`config.mk`:
```
export PLATFORM = sky130hd
export DESIGN_NAME = decode_issue_queue_flat
export DESIGN_NICKNAME = d
export VERILOG_FILES = /design/src/rtl/decode_issue_queue_if.sv /design/src/rtl/decode_issue_queue.sv /design/src/flat_wrapper.sv
export SDC_FILE = /design/constraint.sdc
export NUM_CORES = 1
export LEC_CHECK = 0
export BUFFER_PORTS_ARGS = -buffer_cell sky130_fd_sc_hd__buf_2
export CORE_ASPECT_RATIO = 0.9
export CORE_MARGIN = 5
export CORE_UTILIZATION = 60
export DETAILED_ROUTE_END_ITERATION = 7
export GPL_TIMING_DRIVEN = 0
export PLACE_DENSITY_LB_ADDON = 0.15
export SYNTH_ARGS = -nofsm -noshare
export SYNTH_HDL_FRONTEND = slang
export SYNTH_SLANG_ARGS = --single-unit
```
`constraint.sdc`:
```
create_clock -name clk -period 12 [get_ports clk]
set_input_delay 0.6 -clock clk [delete_from_list [all_inputs] [get_ports clk]]
set_output_delay 0.6 -clock clk [all_outputs]
set_load 0.01 [all_outputs]
```
`src/rtl/decode_issue_queue_if.sv`:
```
// Fetch-side, execute-side and writeback signals of the decode/issue queue.
// master = surrounding pipeline / bench, slave = the queue itself.
interface decode_issue_queue_if #(
    parameter int DEPTH = 4,
    parameter int XLEN  = 64,
    parameter int NREG  = 32
) ();
    localparam int CW = $clog2(DEPTH + 1);

    logic            flush;
    logic            in_valid;
    logic            in_ready;
    logic [XLEN-1:0] in_pc;
    logic [31:0]     in_instr;
    logic            out_valid;
    logic            out_ready;
    logic [XLEN-1:0] out_pc;
    logic [31:0]     out_instr;
    logic [4:0]      out_rs1;
    logic [4:0]      out_rs2;
    logic [4:0]      out_rd;
    logic [2:0]      out_fmt;
    logic [XLEN-1:0] out_imm;
    logic            out_wen;
    logic            wb_valid;
    logic [4:0]      wb_rd;
    logic [NREG-1:0] busy_vec;
    logic [CW-1:0]   count;

    modport master (
        output flush, in_valid, in_pc, in_instr, out_ready, wb_valid, wb_rd,
        input  in_ready, out_valid, out_pc, out_instr, out_rs1, out_rs2, out_rd,
        input  out_fmt, out_imm, out_wen, busy_vec, count
    );

    modport slave (
        input  flush, in_valid, in_pc, in_instr, out_ready, wb_valid, wb_rd,
        output in_ready, out_valid, out_pc, out_instr, out_rs1, out_rs2, out_rd,
        output out_fmt, out_imm, out_wen, busy_vec, count
    );
endinterface

```
`src/rtl/decode_issue_queue.sv`:
```
// Circular instruction queue between fetch and execute: decodes the head entry and
// holds issue back while a source register still has an in-flight writer.
module decode_issue_queue #(
    parameter int DEPTH = 4,
    parameter int XLEN  = 64,
    parameter int NREG  = 32
) (
    input logic                 clk,
    input logic                 resetn,
    decode_issue_queue_if.slave bus
);
    localparam int PW = $clog2(DEPTH);
    localparam int CW = $clog2(DEPTH + 1);

    localparam logic [2:0] FMT_R = 3'd0;
    localparam logic [2:0] FMT_I = 3'd1;
    localparam logic [2:0] FMT_S = 3'd2;
    localparam logic [2:0] FMT_B = 3'd3;
    localparam logic [2:0] FMT_U = 3'd4;
    localparam logic [2:0] FMT_J = 3'd5;
    localparam logic [2:0] FMT_C = 3'd6;
    localparam logic [2:0] FMT_Z = 3'd7;

    logic [XLEN-1:0] pc_q    [DEPTH];
    logic [XLEN-1:0] pc_d    [DEPTH];
    logic [31:0]     instr_q [DEPTH];
    logic [31:0]     instr_d [DEPTH];
    logic [PW-1:0]   head_q, head_d;
    logic [PW-1:0]   tail_q, tail_d;
    logic [CW-1:0]   count_q, count_d;
    logic [NREG-1:0] busy_q, busy_d;

    logic [31:0]     hi;
    logic [6:0]      opcode;
    logic [2:0]      funct3;
    logic [2:0]      fmt;
    logic [XLEN-1:0] imm;
    logic            use_rs1, use_rs2, wen, stall;
    logic            busy_rs1, busy_rs2;
    logic            in_ready_w, out_valid_w, enq, issue;

    function automatic logic [PW-1:0] ptr_inc(input logic [PW-1:0] p);
        return (p == PW'(DEPTH - 1)) ? '0 : p + 1'b1;
    endfunction

    // Register indices are 5 bits; anything at or above NREG is simply never busy.
    function automatic logic busy_at(input logic [NREG-1:0] v, input logic [4:0] idx);
        logic hit;
        hit = 1'b0;
        for (int r = 1; r < NREG; r++) begin
            if (idx == 5'(r)) hit = v[r];
        end
        return hit;
    endfunction

    assign hi     = instr_q[head_q];
    assign opcode = hi[6:0];
    assign funct3 = hi[14:12];

    always_comb begin
        fmt = FMT_R;
        case (opcode)
            7'b0110111, 7'b0010111: fmt = FMT_U;
            7'b1101111:             fmt = FMT_J;
            7'b1100111, 7'b0000011,
            7'b0010011, 7'b0011011: fmt = FMT_I;
            7'b0100011:             fmt = FMT_S;
            7'b1100011:             fmt = FMT_B;
            7'b1110011: begin
                case (funct3)
                    3'd0:             fmt = FMT_I;
                    3'd1, 3'd2, 3'd3: fmt = FMT_C;
                    3'd5, 3'd6, 3'd7: fmt = FMT_Z;
                    default:          fmt = FMT_R;
                endcase
            end
            default: fmt = FMT_R;
        endcase
    end

    always_comb begin
        imm = '0;
        case (fmt)
            FMT_I: imm = XLEN'($signed(hi[31:20]));
            FMT_S: imm = XLEN'($signed({hi[31:25], hi[11:7]}));
            FMT_B: imm = XLEN'($signed({hi[31], hi[7], hi[30:25], hi[11:8], 1'b0}));
            FMT_U: imm = XLEN'($signed({hi[31:12], 12'b0}));
            FMT_J: imm = XLEN'($signed({hi[31], hi[19:12], hi[20], hi[30:21], 1'b0}));
            FMT_C: imm = XLEN'(hi[31:20]);
            FMT_Z: imm = XLEN'(hi[19:15]);
            default: imm = '0;
        endcase
    end

    assign use_rs1  = (fmt != FMT_U) && (fmt != FMT_J) && (fmt != FMT_Z);
    assign use_rs2  = (fmt == FMT_R) || (fmt == FMT_S) || (fmt == FMT_B);
    assign wen      = (hi[11:7] != 5'd0) && (fmt != FMT_S) && (fmt != FMT_B);
    assign busy_rs1 = busy_at(busy_q, hi[19:15]);
    assign busy_rs2 = busy_at(busy_q, hi[24:20]);
    assign stall    = (use_rs1 && busy_rs1) || (use_rs2 && busy_rs2);

    // Handshakes: a transfer happens on a rising edge where valid && ready are both 1.
    // in_ready looks only at registered occupancy; out_valid never waits on out_ready.
    assign in_ready_w  = resetn && (count_q != CW'(DEPTH));
    assign out_valid_w = resetn && (count_q != '0) && !stall && !bus.flush;
    assign enq         = bus.in_valid && in_ready_w && !bus.flush;
    assign issue       = out_valid_w && bus.out_ready;

    always_comb begin
        pc_d    = pc_q;
        instr_d = instr_q;
        head_d  = head_q;
        tail_d  = tail_q;
        count_d = count_q;
        if (enq) begin
            pc_d[tail_q]    = bus.in_pc;
            instr_d[tail_q] = bus.in_instr;
        end
        if (bus.flush) begin
            head_d  = '0;
            tail_d  = '0;
            count_d = '0;
        end else begin
            if (enq)   tail_d = ptr_inc(tail_q);
            if (issue) head_d = ptr_inc(head_q);
            if (enq && !issue)      count_d = count_q + 1'b1;
            else if (!enq && issue) count_d = count_q - 1'b1;
        end
    end

    // Clear first so that an issuing writer re-marks the same register busy.
    always_comb begin
        busy_d = busy_q;
        for (int r = 1; r < NREG; r++) begin
            if (bus.wb_valid && (bus.wb_rd == 5'(r))) busy_d[r] = 1'b0;
            if (issue && wen && (hi[11:7] == 5'(r)))  busy_d[r] = 1'b1;
        end
        busy_d[0] = 1'b0;
    end

    always_ff @(posedge clk) begin
        if (!resetn) begin
            head_q  <= '0;
            tail_q  <= '0;
            count_q <= '0;
            busy_q  <= '0;
        end else begin
            head_q  <= head_d;
            tail_q  <= tail_d;
            count_q <= count_d;
            busy_q  <= busy_d;
        end
    end

    always_ff @(posedge clk) begin
        pc_q    <= pc_d;
        instr_q <= instr_d;
    end

    assign bus.in_ready  = in_ready_w;
    assign bus.out_valid = out_valid_w;
    assign bus.out_pc    = pc_q[head_q];
    assign bus.out_instr = hi;
    assign bus.out_rs1   = hi[19:15];
    assign bus.out_rs2   = hi[24:20];
    assign bus.out_rd    = hi[11:7];
    assign bus.out_fmt   = fmt;
    assign bus.out_imm   = imm;
    assign bus.out_wen   = wen;
    assign bus.busy_vec  = busy_q;
    assign bus.count     = count_q;
endmodule

```
`src/flat_wrapper.sv`:
```
// flat-port wrapper written by rule: the top's interface ports become plain ports
module decode_issue_queue_flat 
#(
    parameter int DEPTH = 4,
    parameter int XLEN  = 64,
    parameter int NREG  = 32
)
  (clk, resetn, bus_flush, bus_in_valid, bus_in_pc, bus_in_instr, bus_out_ready, bus_wb_valid, bus_wb_rd, bus_in_ready, bus_out_valid, bus_out_pc, bus_out_instr, bus_out_rs1, bus_out_rs2, bus_out_rd, bus_out_fmt, bus_out_imm, bus_out_wen, bus_busy_vec, bus_count);
  decode_issue_queue_if #(.DEPTH(DEPTH), .XLEN(XLEN), .NREG(NREG)) bus_i ();
  input logic clk;
  input logic resetn;
  input wire logic [$bits(bus_i.flush)-1:0] bus_flush;
  input wire logic [$bits(bus_i.in_valid)-1:0] bus_in_valid;
  input wire logic [$bits(bus_i.in_pc)-1:0] bus_in_pc;
  input wire logic [$bits(bus_i.in_instr)-1:0] bus_in_instr;
  input wire logic [$bits(bus_i.out_ready)-1:0] bus_out_ready;
  input wire logic [$bits(bus_i.wb_valid)-1:0] bus_wb_valid;
  input wire logic [$bits(bus_i.wb_rd)-1:0] bus_wb_rd;
  output wire logic [$bits(bus_i.in_ready)-1:0] bus_in_ready;
  output wire logic [$bits(bus_i.out_valid)-1:0] bus_out_valid;
  output wire logic [$bits(bus_i.out_pc)-1:0] bus_out_pc;
  output wire logic [$bits(bus_i.out_instr)-1:0] bus_out_instr;
  output wire logic [$bits(bus_i.out_rs1)-1:0] bus_out_rs1;
  output wire logic [$bits(bus_i.out_rs2)-1:0] bus_out_rs2;
  output wire logic [$bits(bus_i.out_rd)-1:0] bus_out_rd;
  output wire logic [$bits(bus_i.out_fmt)-1:0] bus_out_fmt;
  output wire logic [$bits(bus_i.out_imm)-1:0] bus_out_imm;
  output wire logic [$bits(bus_i.out_wen)-1:0] bus_out_wen;
  output wire logic [$bits(bus_i.busy_vec)-1:0] bus_busy_vec;
  output wire logic [$bits(bus_i.count)-1:0] bus_count;
  assign bus_i.flush = bus_flush;
  assign bus_i.in_valid = bus_in_valid;
  assign bus_i.in_pc = bus_in_pc;
  assign bus_i.in_instr = bus_in_instr;
  assign bus_i.out_ready = bus_out_ready;
  assign bus_i.wb_valid = bus_wb_valid;
  assign bus_i.wb_rd = bus_wb_rd;
  assign bus_in_ready = bus_i.in_ready;
  assign bus_out_valid = bus_i.out_valid;
  assign bus_out_pc = bus_i.out_pc;
  assign bus_out_instr = bus_i.out_instr;
  assign bus_out_rs1 = bus_i.out_rs1;
  assign bus_out_rs2 = bus_i.out_rs2;
  assign bus_out_rd = bus_i.out_rd;
  assign bus_out_fmt = bus_i.out_fmt;
  assign bus_out_imm = bus_i.out_imm;
  assign bus_out_wen = bus_i.out_wen;
  assign bus_busy_vec = bus_i.busy_vec;
  assign bus_count = bus_i.count;
  decode_issue_queue #(.DEPTH(DEPTH), .XLEN(XLEN), .NREG(NREG)) u_core (.clk(clk), .resetn(resetn), .bus(bus_i));
endmodule
```
==> out/results.tsv, run 1 <==
stage	metric	value	unit
floorplan	overall die height	174	um
floorplan	Core Area	29700	sq um
global_route	overall fraction of global-route tracks in use	26.4	%
final_layout	area grow syn2layout	20.3	%
clocking	post-CTS setup buffer count	0	
critical_path	data arrival time of the critical path	4.89	ns
clocking	maximum level of the CTS H-tree	2	
sta	final setup TNS	0	ns
placement	number of buffers added on ports	319	
placement	number of cells in the design after placement	1742	
clocking	worst-case clock buffer depth	3	
drt	# DRC	0	
clocking	clock root buffer	clkbuf_16	
critical_path	Worst Path Max Fanout	33	
clocking	clk slew on worst S/H paths	0.07	ns
pwr	switching share of total power	20.9	%
synth	Synth Area per Inst	17.6	sq um
drt	total via count in the routed design	10950	
critical_path	critical path start-end classification	flop to output pin	
placement	routability cong.	0.958	
sta	maximum clock skew at final layout	0.0385	ns
critical_path	cell chain of the critical path	buf_6 > buf_8 > mux2_2 > nor4_1 > nand2b_1 > buf_4 > nor2_1 > nand3_1 > nand2_1 > buf_4 > buf_2	
sta	final-report max-slew violation count	0	
synth	cell with the most instances after synthesis	edfxtp_1	
drt	post-detailed-route count of antenna-violating nets	0	
worst_hold_path	path class of the lowest-slack min-delay path	input port to flop	
floorplan	Top Ports	323	
critical_path	required arrival time at the worst endpoint	11.40	ns
pwr	internal power	2.45	mW
floorplan	total number of placement rows	60	
synth	number of register bits inferred by synthesis	422	
pwr	part of the power in combinational logic	4.7	%
drt	post-detailed-routing wire length	44900	um
pwr	clock share of power	42.9	%
synth	count of distinct cell types in the synthesized netlist	75	
synth	predominant post-synthesis flop cell	edfxtp_1	
sta	Max Fclk	0.182	GHz
synth	cell count after synthesis	1016	
drt	mean number of vias per cell	6.01	
floorplan	area of the die	33400	sq um
final_layout	final-stage net count	1497	
synth	post-synth top area share	64.4	%
global_route	largest net degree at the start of global routing	55	
floorplan	effective utilization at floorplan	60.3	%
placement	HPWL after detailed placement	30700	um
pwr	net switching component of the power	648	uW
clocking	CTS Buf Count	42	
sta	Least-Margin Pin Slew	1.11	ns
pwr	static leakage	7.93	nW
critical_path	r2r startpoint	u_core.head_q[1]	
synth	yosys synthesis warning count	0	
clocking	PostCTS Resize Cnt	0	
sta	final-report hold violation count	0	
final_layout	layout cell share with drive strength beyond 1	42.1	%
sta	period utilization	45.7	%
synth	cell type with the highest aggregate area in the netlist	edfxtp_1	
synth	Synth Net Count	1130	
global_route	first-pass GRT wire length	67100	um
clocking	source-to-sink clock delay at the later pin of the worst-skew pair	0.56	ns
sta	setup violators final	0	
clocking	clock tree from TritonCTS	built	
synth	register area share after synthesis	68.7	%
clocking	hold buffers post-CTS	0	
pwr	Final Power	3.09	mW
pwr	share of power burned in registers	52.4	%
clocking	number of clock sinks	422	
synth	main area contributors after synthesis	edfxtp_1 64%, mux4_2 12%, dfxtp_1 4.3%	
critical_path	launching element of the worst setup path	u_core.head_q[0]	
synth	Syn Std Cell Area	17900	sq um
global_route	initial antenna violation count	11	
final_layout	post-route insts no fill	1823	
sta	unrepaired setup endpoints after global routing	no	
status	status	completed	
global_route	total congestion overflow after global routing	0	
critical_path	CP endpoint kind	output pin	
global_route	number of global-route vias before repair	10884	
drt	drt first-iter violations	965	
worst_hold_path	source of the worst hold timing path	bus_in_instr[9]	
critical_path	Worst path most repeated cell	buf_4	
sta	Max-slew headroom	25.6	%
critical_path	Crit-path slowest cell	nor4_1	
floorplan	Die X	192	um
synth	number of enable flip-flop cells after synthesis	384	
final_layout	count of filler cells inserted in the layout	1915	
flow_run	number of maximum-capacitance constraint violations	0	
critical_path	biggest cell delay along the critical path	0.94	ns
drt	drt wl/cell	24.6	um
pwr	power per cell area	144	nW/um^2
critical_path	family with the most delay on the worst path	simple AND/OR/NAND/NOR gates	
pwr	Worst VDD drop	0.143	mV
drt	number of detailed-route iterations in the first pass	5	
critical_path	element type at the critical path start	flop	
synth	ys async rst share	0	%
critical_path	WP buf/inv	5	
sta	clock period minus worst slack	5.49	ns
synth	top cells by instance count after synthesis	384 x edfxtp_1, 97 x mux4_2, 57 x nand2_1	
## power by group through the flow
stage	Combinational, mW	Clock [mW]	Sequential, mW
floorplan	0.0739	0	1.65
global placement	0.140	0	1.65
detailed placement	0.145	0	1.65
CTS	0.146	1.35	1.62
global route	0.157	1.41	1.62
finish	0.146	1.33	1.62
## sequential cells by signal, indices dropped and copies added, names as in the netlist
| signal | flops |
|---|---|
| u_core.bus.count | 3 |
| u_core.instr_q | 128 |
| u_core.bus.busy_vec | 31 |
| u_core.pc_q | 256 |
| u_core.tail_q | 2 |
| u_core.head_q | 2 |
## stage by stage
step / hold slack (ns) / setup WS [ns] / utilization, % / cell area [sq um]
global placement: 0.503 / 6.17 / 67.4 / 20000
detailed placement: 0.510 / 7.09 / 67.8 / 20100
floorplan: 0.516 / 8.03 / - / 17900
CTS: 0.243 / 6.53 / 72.6 / 21500
finish: 0.256 / 6.51 / 72.6 / 21500
global route: 0.242 / 6.20 / 72.6 / 21500
## worst register-to-register path, delay by kind of cell, from the launching register on
family	cells	cell delay [ns]
buffers and inverters	6	1.25
XOR/XNOR	1	0.18
adder cells (fa/ha/maj)	2	0.57
flip-flops	1	0.47
AND/OR/NAND/NOR	4	0.83
AO/OA/AOI/OAI	4	1.06
multiplexers	1	0.35
## path summary, 6_finish.rpt
path	slack, ns	cells after the start	endpoint
worst max register to register	7.18	18	u_core.bus.count[2]
worst max-delay path	6.51	11	bus_out_imm[34]
worst min register to register	0.52	2	u_core.bus.count[2]
worst min-delay path	0.26	1	u_core.instr_q[41]
## cell usage in the layout (no fill, tap or decap), drive strengths merged, types with 4 or more instances in the layout
| cell | netlist | routed |
|---|---|---|
| a21boi | 4 | 4 |
| a21o | 11 | 11 |
| a21oi | 15 | 15 |
| a22oi | 10 | 10 |
| a31oi | 4 | 4 |
| a32oi | 4 | 4 |
| and2 | 15 | 15 |
| and3 | 5 | 5 |
| buf | 83 | 406 |
| bufinv | 0 | 5 |
| clkbuf | 20 | 70 |
| clkinv | 0 | 20 |
| dfxtp | 38 | 38 |
| edfxtp | 384 | 384 |
| ha | 6 | 6 |
| inv | 17 | 18 |
| mux2 | 4 | 4 |
| mux2i | 15 | 15 |
| mux4 | 98 | 98 |
| nand2 | 57 | 57 |
| nand2b | 16 | 16 |
| nand3 | 19 | 19 |
| nor2 | 27 | 27 |
| nor2b | 21 | 21 |
| nor3 | 7 | 7 |
| o211ai | 24 | 24 |
| o21ai | 17 | 17 |
| o22ai | 4 | 4 |
| o311ai | 9 | 9 |
| o31ai | 9 | 9 |
| o41ai | 24 | 24 |
| or3 | 4 | 4 |
## logic make-up after synthesis
logic type / after synthesis / synth area share [%]
simple gates: 187 / 5.48
fa+ha+maj: 7 / 0.531
flops: 422 / 68.7
xor+xnor: 2 / 0.0979
other cells: 1 / 0.0210
buf+inv: 120 / 4.02
mux: 117 / 13.5
compound gates: 160 / 7.69
## metal layers
layer | track usage (%) | share of wire, % | vias to the layer above
met3 | 7.37 | 9.5 | 83
met5 | 0 | 0.17 | -
met1 | 36.5 | 39 | 5516
met4 | 6.71 | 2.3 | 16
met2 | 42.3 | 49 | 510
li1 | - | - | 4825
## layout make-up
class	instances	area [sq um]	share of cell area [%]
diodes	3	7.51	0.0349
inverters	17	63.8	0.296
clock inverters	28	305	1.42
multi-input cells	474	4890	22.7
clock buffers	50	1100	5.12
repair buffers	323	1710	7.93
flip-flops and latches	422	12300	57.1
well taps	403	504	2.34
plain buffers	103	656	3.05
No activity file was read; power rests on OpenSTA's default activity.
==> run 2: changes to the inputs <==
- CORE_UTILIZATION: 60 -> 56
- clock period: 12 -> 5.1 ns (I/O delays scaled with it)
==> out/results.tsv, run 2 (synthesis results as in run 1) <==
stage	metric	value	unit
status	status	completed	
final_layout	area grow syn2layout	25.4	%
sta	final-report max-slew violation count	0	
global_route	largest net degree at the start of global routing	56	
critical_path	CP endpoint kind	flop	
sta	clock period minus worst slack	4.76	ns
final_layout	layout cell share with drive strength beyond 1	39.0	%
pwr	Worst VDD drop	0.360	mV
clocking	clk slew on worst S/H paths	0.06	ns
final_layout	most frequent standard cell in the layout excluding fill and tap cells	edfxtp_1	
final_layout	commonest cells after routing, fill and taps aside	384 x edfxtp_1, 333 x buf_2, 97 x mux4_2	
sta	final-report hold violation count	0	
global_route	first-pass GRT wire length	71000	um
sta	unrepaired setup endpoints after global routing	no	
worst_hold_path	path class of the lowest-slack min-delay path	input port to flop	
floorplan	total number of placement rows	62	
drt	mean number of vias per cell	5.87	
clocking	source-to-sink clock delay at the later pin of the worst-skew pair	0.55	ns
final_layout	max FFs per register	256	
sta	setup violators final	0	
sta	Least-Margin Pin Slew	1.32	ns
floorplan	area of the die	35600	sq um
global_route	number of global-route vias before repair	11553	
final_layout	Sequential Area	12300	sq um
floorplan	overall die height	180	um
drt	total via count in the routed design	11339	
drt	post-detailed-route count of antenna-violating nets	0	
drt	# DRC	0	
sta	maximum clock skew at final layout	0.0289	ns
sta	period utilization	93.4	%
sta	Final WS setup	0.338	ns
placement	number of buffers added on ports	319	
clocking	number of clock sinks	422	
placement	standard cell area after detailed placement	20100	sq um
critical_path	Worst Path Max Fanout	11	
floorplan	effective utilization at floorplan	56.4	%
sta	Max Fclk	0.210	GHz
critical_path	data arrival time of the critical path	5.23	ns
sta	Max-slew headroom	11.0	%
drt	number of detailed-route iterations in the first pass	6	
final_layout	area of the multi-input gates	4900	sq um
critical_path	element type at the critical path start	flop	
pwr	static leakage	8.29	nW
drt	drt wl/cell	24.1	um
clocking	post-CTS setup buffer count	0	
floorplan	Core Area	31700	sq um
pwr	power per cell area	321	nW/um^2
flow_run	number of maximum-capacitance constraint violations	0	
floorplan	Top Ports	323	
placement	routability cong.	0.921	
clocking	CTS Buf Count	42	
critical_path	critical path start-end classification	flop to flop	
clocking	clock root buffer	clkbuf_16	
final_layout	register bank with the most flops	u_core.pc_q	
final_layout	count of filler cells inserted in the layout	2086	
drt	post-detailed-routing wire length	46600	um
global_route	overall fraction of global-route tracks in use	25.9	%
critical_path	required arrival time at the worst endpoint	5.57	ns
final_layout	final-stage net count	1593	
global_route	initial antenna violation count	4	
floorplan	Die X	198	um
placement	HPWL after detailed placement	31000	um
clocking	maximum level of the CTS H-tree	2	
clocking	worst-case clock buffer depth	3	
placement	worst slack at placement	0.367	ns
final_layout	cell area after layout	22400	sq um
global_route	total congestion overflow after global routing	0	
clocking	clock tree from TritonCTS	built	
drt	drt first-iter violations	1031	
run 2: changes by cell type in the layout (fill, tap and decap cells not counted), sizes merged:
cell and delta:
bufinv -2, clkbuf +3, clkinv -2, inv +1, clkinvlp -1, dlygate4sd3 +96
run 2: cell type report:
type | count | area share, %
plain buffers | 103 | 2.92
inverters | 17 | 0.284
clock buffers | 53 | 5.01
flip-flops and latches | 422 | 54.8
repair buffers | 419 | 11.9
multi-input cells | 474 | 21.8
well taps | 416 | 2.32
diodes | 3 | 0.0335
clock inverters | 24 | 0.915
run 2: per-layer routing:
| layer | track usage, % | part of all wire [%] | vias to the layer above |
|---|---|---|---|
| met4 | 7.25 | 2.9 | 2 |
| met1 | 35.8 | 39 | 5734 |
| met5 | 0 | 0.015 | - |
| met2 | 41.8 | 49 | 508 |
| li1 | - | - | 5005 |
| met3 | 6.18 | 8.4 | 90 |
run 2: what timing repair did:
item,in CTS,in global routing
pin swaps,0,0
hold endpoints to repair,384,0
resized for setup,1,1
hold buffers,96,0
endpoints found under the setup margin,32,33
run 2: critical path, cell delays in order, from the launching register on:
cell and delay (ns):
dfxtp_1 0.43, buf_4 0.24, buf_6 0.19, buf_6 0.20, mux4_2 0.37, buf_2 0.22, buf_1 0.32, o21ai_0 0.27
nand2_1 0.07, a311oi_1 0.43, o211ai_2 0.19, and3_1 0.25, nand2_1 0.17, ha_1 0.22, inv_1 0.07, fa_1 0.38
xor2_1 0.18, or3_1 0.32, a21oi_1 0.15
run 2: per-stage QoR:
stage / utilization [%] / std cells / hold WS [ns] / power (mW) / TNS (ns)
2_1_floorplan: - / 1016 / 0.354 / 4.06 / 0
3_3_place_gp: 63.1 / 1751 / 0.467 / 4.22 / -195.55
3_5_place_dp: 63.4 / 1755 / 0.471 / 4.23 / 0
4_1_cts: 70.7 / 1928 / 0.115 / 7.24 / 0
5_1_grt: 70.7 / 1931 / 0.139 / 7.43 / 0
6_report: 70.7 / 1931 / 0.153 / 7.20 / 0
run 2: worst paths after layout:
path,depth (start not counted),slack (ns),end,startpoint
min,3,0.15,u_core.bus.count[1],bus_flush
max,18,0.34,u_core.bus.count[2],u_core.head_q[1]
max reg2reg,18,0.34,u_core.bus.count[2],u_core.head_q[1]
min reg2reg,2,0.56,u_core.bus.count[2],u_core.bus.count[2]
run 2: power by group:
part	internal [mW]	total (mW)	switching, mW
clock	1.72	2.98	1.26
combinational	0.183	0.408	0.225
sequential	3.81	3.81	0.00949
total	5.71	7.20	1.49
